==> src/rtl/hls_run_collector.sv <==
// hls_run_collector
//
// Sequencer and result buffer for an ap_ctrl_hs HLS core. A command
// launches cmd_count back-to-back core runs, one at a time. Each ap_return
// is captured on ap_done into a small FIFO. The FIFO drains on a
// valid/ready stream, and the final result of each command is tagged
// with out_last. A run is only launched when a FIFO slot is guaranteed,
// so no result is ever dropped.
//
// Optional feature: define RUN_TIMEOUT_EN to enable a per-state watchdog.
// The watchdog sets err_timeout and aborts the command. Without the
// macro, err_timeout is constant 0.
//
// Ports
//   ap_clk, ap_rst        clock; asynchronous active-high reset
//   cmd_start, cmd_count  one-cycle command pulse and number of runs
//   busy, cmd_done        command in progress / one-cycle completion pulse
//   err_timeout           sticky watchdog flag
//   core_start            to core ap_start
//   core_ready/done/idle  from core ap_ready / ap_done / ap_idle
//   core_return           from core ap_return, valid while core_done=1
//   out_valid/ready/data/last  result stream (FIFO head)
//   fsm_state             sequencer state for observation
//                         (0 idle, 1 launch, 2 wait, 3 fin)
//
// Handshake: a beat transfers on a rising ap_clk edge where out_valid and
// out_ready are both 1. out_data/out_last are held while out_valid=1 and
// out_ready=0. On the core side, a run is accepted on the edge where
// core_start and core_ready are both 1.
module hls_run_collector #(
    parameter int DATA_W      = 32,
    parameter int DEPTH       = 4,
    parameter int CNT_W       = 16,
    parameter int TIMEOUT_CYC = 1024
) (
    input  logic              ap_clk,
    input  logic              ap_rst,
    input  logic              cmd_start,
    input  logic [CNT_W-1:0]  cmd_count,
    output logic              busy,
    output logic              cmd_done,
    output logic              err_timeout,
    output logic              core_start,
    input  logic              core_ready,
    input  logic              core_done,
    input  logic              core_idle,
    input  logic [DATA_W-1:0] core_return,
    output logic              out_valid,
    input  logic              out_ready,
    output logic [DATA_W-1:0] out_data,
    output logic              out_last,
    output logic [1:0]        fsm_state
);

    localparam int PTR_W = $clog2(DEPTH);

    if (DEPTH < 2 || (DEPTH & (DEPTH - 1)) != 0) begin : g_bad_depth
        $error("DEPTH must be a power of two and at least 2");
    end
    if (TIMEOUT_CYC < 2) begin : g_bad_timeout
        $error("TIMEOUT_CYC must be at least 2");
    end

    typedef enum logic [1:0] {
        S_IDLE   = 2'd0,
        S_LAUNCH = 2'd1,
        S_WAIT   = 2'd2,
        S_FIN    = 2'd3
    } state_t;

    state_t           state;
    logic [CNT_W-1:0] remaining;

    logic [DATA_W:0]  mem [DEPTH];
    logic [PTR_W-1:0] wr_ptr;
    logic [PTR_W-1:0] rd_ptr;
    logic [PTR_W:0]   count;

    logic handoff;      // core accepted a run this cycle
    logic run_done;     // the in-flight run finished this cycle
    logic push;
    logic pop;
    logic space;
    logic last_run;
    logic in_run;
    logic timeout_hit;

    assign handoff  = (state == S_LAUNCH) && core_start && core_ready;
    // A zero-latency core may raise done together with ready; that counts
    // as ready followed by done in the same cycle.
    assign run_done = ((state == S_WAIT) && core_done) || (handoff && core_done);
    assign push     = run_done;
    assign pop      = (count != '0) && out_ready;
    assign space    = count < (PTR_W + 1)'(DEPTH);
    assign last_run = (remaining == CNT_W'(1));
    assign in_run   = (state == S_LAUNCH) || (state == S_WAIT);

    // ---------------------------------------------------------------- FSM
    always_ff @(posedge ap_clk or posedge ap_rst) begin
        if (ap_rst) begin
            state      <= S_IDLE;
            remaining  <= '0;
            busy       <= 1'b0;
            cmd_done   <= 1'b0;
            core_start <= 1'b0;
        end else begin
            cmd_done <= 1'b0;
            if (timeout_hit) begin
                // Abort: buffered results stay in the FIFO.
                state      <= S_IDLE;
                busy       <= 1'b0;
                cmd_done   <= 1'b1;
                core_start <= 1'b0;
            end else begin
                case (state)
                    S_IDLE: begin
                        if (cmd_start) begin
                            remaining <= cmd_count;
                            busy      <= 1'b1;
                            if (cmd_count == '0) begin
                                state <= S_FIN;
                            end else begin
                                state      <= S_LAUNCH;
                                // Only one run is ever in flight and nothing
                                // pushes in IDLE, so current space is safe.
                                core_start <= space && core_idle;
                            end
                        end
                    end
                    S_LAUNCH: begin
                        if (core_start) begin
                            if (core_ready) begin
                                core_start <= 1'b0;
                                if (core_done) begin
                                    remaining <= remaining - 1'b1;
                                    if (last_run) begin
                                        state    <= S_FIN;
                                        cmd_done <= 1'b1;
                                    end
                                end else begin
                                    state <= S_WAIT;
                                end
                            end
                        end else if (space && core_idle) begin
                            core_start <= 1'b1;
                        end
                    end
                    S_WAIT: begin
                        if (core_done) begin
                            remaining <= remaining - 1'b1;
                            if (last_run) begin
                                state    <= S_FIN;
                                cmd_done <= 1'b1;
                            end else begin
                                state <= S_LAUNCH;
                            end
                        end
                    end
                    S_FIN: begin
                        // Entered from WAIT with the pulse already raised;
                        // a zero-count command arrives here with it low and
                        // raises it one cycle later.
                        if (cmd_done) begin
                            state <= S_IDLE;
                            busy  <= 1'b0;
                        end else begin
                            cmd_done <= 1'b1;
                        end
                    end
                    default: state <= S_IDLE;
                endcase
            end
        end
    end

    assign fsm_state = state;

    // --------------------------------------------------------------- FIFO
    always_ff @(posedge ap_clk or posedge ap_rst) begin
        if (ap_rst) begin
            wr_ptr <= '0;
            rd_ptr <= '0;
            count  <= '0;
            for (int i = 0; i < DEPTH; i++) begin
                mem[i] <= '0;
            end
        end else begin
            if (push) begin
                mem[wr_ptr] <= {last_run, core_return};
                wr_ptr      <= wr_ptr + 1'b1;
            end
            if (pop) begin
                rd_ptr <= rd_ptr + 1'b1;
            end
            count <= count + {{PTR_W{1'b0}}, push} - {{PTR_W{1'b0}}, pop};
        end
    end

    assign out_valid = (count != '0);
    assign out_data  = mem[rd_ptr][DATA_W-1:0];
    assign out_last  = mem[rd_ptr][DATA_W];

    // ----------------------------------------------------------- watchdog
`ifdef RUN_TIMEOUT_EN
    localparam int TIMER_W = $clog2(TIMEOUT_CYC + 1);

    logic [TIMER_W-1:0] timer;
    logic               err_q;

    // Restarts on every LAUNCH/WAIT entry: IDLE holds it at zero, and a
    // handoff or finished run is always a state entry.
    always_ff @(posedge ap_clk or posedge ap_rst) begin
        if (ap_rst) begin
            timer <= '0;
        end else if (!in_run || handoff || run_done) begin
            timer <= '0;
        end else begin
            timer <= timer + 1'b1;
        end
    end

    // Progress in the same cycle wins over the watchdog.
    assign timeout_hit = in_run && !handoff && !run_done &&
                         (timer == TIMER_W'(TIMEOUT_CYC - 1));

    always_ff @(posedge ap_clk or posedge ap_rst) begin
        if (ap_rst) begin
            err_q <= 1'b0;
        end else if (timeout_hit) begin
            err_q <= 1'b1;
        end else if ((state == S_IDLE) && cmd_start) begin
            err_q <= 1'b0;
        end
    end

    assign err_timeout = err_q;
`else
    assign timeout_hit = 1'b0 & in_run;
    assign err_timeout = 1'b0;
`endif

endmodule

==> config.mk <==
export PLATFORM = sky130hd
export DESIGN_NAME = hls_run_collector
export DESIGN_NICKNAME = d
export VERILOG_FILES = /design/src/rtl/hls_run_collector.sv
export SDC_FILE = /design/constraint.sdc
export NUM_CORES = 1
export LEC_CHECK = 0
export ABC_AREA = 1
export CAP_MARGIN = 0
export CORE_ASPECT_RATIO = 0.8
export CORE_MARGIN = 2
export CORE_UTILIZATION = 35
export CTS_CLUSTER_DIAMETER = 120
export DETAILED_ROUTE_END_ITERATION = 7
export SYNTH_ARGS = -nofsm -noshare
export SYNTH_HDL_FRONTEND = slang
export SYNTH_SLANG_ARGS = --single-unit
==> constraint.sdc <==
create_clock -name ap_clk -period 10.6 [get_ports ap_clk]
set_clock_uncertainty 0.15 [all_clocks]
set_input_delay 2.12 -clock ap_clk [delete_from_list [all_inputs] [get_ports ap_clk]]
set_output_delay 2.12 -clock ap_clk [all_outputs]
set_load 0.01 [all_outputs]
==> metrics.csv <==
stage;metric;value;unit
floorplan;full die area;24300;um^2
clock_tree;clock-pin transition on the worst setup and hold timing paths;0.06;ns
final_layout;n_diodes;0;
clock_tree;Post-CTS Hold Fix Bufs;0;
logic_synthesis;cell taking the most area after synthesis;dfrtp_1;
clock_tree;CTS tree;done;
sta;final setup vio count;0;
floorplan;initial core utilization;0.358;
logic_synthesis;Post-synth EDFFs;0;
critical_path;Worst EP arrival;2.71;ns
place;PortBufs;93;
logic_synthesis;Seq cells post-synth;160;
sta;RSZ-0062 raised after global routing;no;
routing;via/cell ratio;4.85;
clock_tree;clock latency on the worst-skew pair;0.43;ns
routing;Routed Wire Length;19600;um
power_and_ir_drop;pwr/cell area;308;nW/um^2
routing;DRC violations left;0;
routing;drt first pass iters;5;
logic_synthesis;Main synth FF type;dfrtp_1;
global_routing;global-route wire length before repair;33100;um
power_and_ir_drop;worst vdd ir;0.000118;V
final_layout;Layout Nets;1071;
place;Post-DP HPWL;12000;um
final_layout;layout cells sized above 1;0.136;
sta;fmax;201;MHz
global_routing;grt total ovfl;0;
critical_path;Crit Path Max Fanout;67;
logic_synthesis;Async S/R FF share, synth;1.00;
hold_path;Worst Hold Class;reg -> reg;
place;Inst Count DP;1290;
sta;max-slew violation count;0;
status;status;finished, final reports clean;
floorplan;Core ar.;22600;um^2
clock_tree;CTS root buffer;clkbuf_16;
logic_synthesis;Netlist cell types;36;
sta;crit path time final;4.98;ns
logic_synthesis;Synth top area share;0.496;
final_layout;Final Util;0.429;
sta;Slew HR;0.264;
logic_synthesis;Syn Std Cell Area;8080;um^2
clock_tree;CTS Buffer Depth;2;
global_routing;pin count of the biggest net entering global routing;98;
global_routing;initial antenna violation count;0;
routing;DR vias;6414;
logic_synthesis;Avg Cell Area, Syn;8.57;um^2
sta;fin crit share;0.469;
sta;Post-Route Setup TNS;0;ns
global_routing;Tot GR Track Use;0.170;
sta;Final Worst Setup Slack;5.62;ns
floorplan;row count;49;
logic_synthesis;Synth Instances;942;
routing;mean routed wirelength per cell;14.8;um
clock_tree;H-tree depth;4;
clock_tree;total CTS buffers;17;
logic_synthesis;sequential area share after synthesis;0.496;
place;gpl congestion;0.815;
logic_synthesis;dominant cells by area after synthesis;dfrtp_1 (50%), nand2_1 (7.7%), o21ai_0 (6.4%), o21ai_2 (5.3%), o21ai_1 (4.5%);
logic_synthesis;Mapped Nets;1010;
place;dpl ws;6.04;ns
final_layout;Final Non-Filler Cells;1322;
routing;DRT iter0 DRCs;570;
clock_tree;post_cts resized;0;
floorplan;number of top-level pins;95;
logic_synthesis;synth warn;0;
sta;Hold Fails Final Rpt;0;
sta;Slew @ Worst Pin;1.10;ns
power_and_ir_drop;Static Leak;4.46;nW
floorplan;Die Wd;174;um
critical_path;CP startpoint kind;flop;
final_layout;synth-to-layout area growth;19.7;%
critical_path;critical path class;reg -> out;
floorplan;height of the die;140;um
clock_tree;clock sink count;160;
routing;Final ANT Viol Nets;0;
clock_tree;setup bufs post-CTS;0;
critical_path;Worst setup EP type;primary output;
global_routing;vias in the first global route;6216;
flow_run;Max Cap Viol;0;
critical_path;WP data required;8.33;ns
worst max-delay path, stage by stage (launching register included):
cell and delay (ns):
dfrtp_2 0.41, inv_2 0.79, o21ai_0 0.17, o22ai_1 0.30, clkdlybuf4s50_1 0.60
layout by cell type (no fill, tap or decap), types with 2 or more instances in the layout:
cell type and instances:
clkinv_4 3, o21ai_2 49, nor2_1 93, a21oi_1 14, dfrtp_1 159, nand4_1 12
nand3_1 16, nor3_1 2, xor2_1 3, inv_6 7, bufinv_16 3, inv_8 2
buf_4 4, nor2_4 2, a22oi_1 3, xnor2_1 2, nand3_2 3, clkbuf_16 17
inv_2 4, clkdlybuf4s50_1 93, nand2_4 5, o21ai_0 103, inv_1 85, o22ai_1 35
o21ai_1 73, ha_1 12, nand2_2 34, nand2_1 166
cells in the mapped netlist (2+ instances only):
cell      number
nand2_1      166
dfrtp_1      160
o21ai_0      103
nor2_1        93
inv_1         87
o21ai_1       73
o21ai_2       49
o22ai_1       35
nand2_2       34
clkbuf_1      23
buf_6         21
nand3_1       16
a21oi_1       14
ha_1          12
nand4_1       12
buf_2          9
nand2_4        5
a22oi_1        3
inv_2          3
nand3_2        3
xor2_1         3
nor2_4         2
nor3_1         2
xnor2_1        2
path summary, 6_finish.rpt:
kind,startpoint,endpoint,slack (ns),cells after the start
min in group asynchronous,ap_rst,remaining[0],2.12,2
worst max register to register,fsm_state[0],remaining[4],7.68,8
max in group asynchronous,ap_rst,rd_ptr[0],6.75,3
worst max-delay path,rd_ptr[0],out_data[27],5.62,4
worst min register to register,mem[90],mem[90],0.33,2
worst min-delay path,mem[90],mem[90],0.33,2
state kept, by name, summed over array words and instances, names as in the netlist:
signal and count:
remaining 16, fsm_state 2, busy 1, cmd_done 1
count 3, rd_ptr 2, core_start 1, mem 132
wr_ptr 2
routing by layer:
metal | GRT usage | part of all wire | vias up
met3 | 0.0388 | 0.039 | 15
met1 | 0.252 | 0.52 | 3022
li1 | - | - | 3239
met2 | 0.249 | 0.43 | 138
met5 | 0 | 0 | -
met4 | 0.0478 | 0.010 | 0
cell families (layout without fill, tap and decap cells):
logic type | Yosys count | in the layout | share of synthesized area
fa+ha+maj | 13 | 13 | 0.0211
flops | 160 | 160 | 0.496
xor+xnor | 5 | 5 | 0.00542
buf+inv | 146 | 220 | 0.0899
simple gates | 337 | 337 | 0.184
other cells | 1 | 1 | 0.000464
compound gates | 280 | 280 | 0.204
cell type report:
class / count / area (um^2)
Clock buffer: 17 / 425
Timing Repair Buffer: 97 / 961
Clock inverter: 15 / 195
Inverter: 91 / 352
Multi-Input combinational cell: 636 / 3350
Fill cell: 2287 / 12900
Tap cell: 306 / 383
Sequential cell: 160 / 4010
metrics by stage:
stage	total power [mW]	area (um^2)	hold slack [ns]
final	2.97	9670	0.330
after global routing	3.22	9670	0.341
after CTS	3.00	9670	0.329
after detailed placement	2.33	9050	0.313
after global placement	2.31	9050	0.309
after floorplan	1.85	8080	0.298
power breakdown:
part | internal, mW | total (mW) | switching, mW
registers | 0.856 | 1.01 | 0.149
logic | 0.565 | 1.31 | 0.749
clock network | 0.379 | 0.655 | 0.276
(Power assumes the default switching activity.)
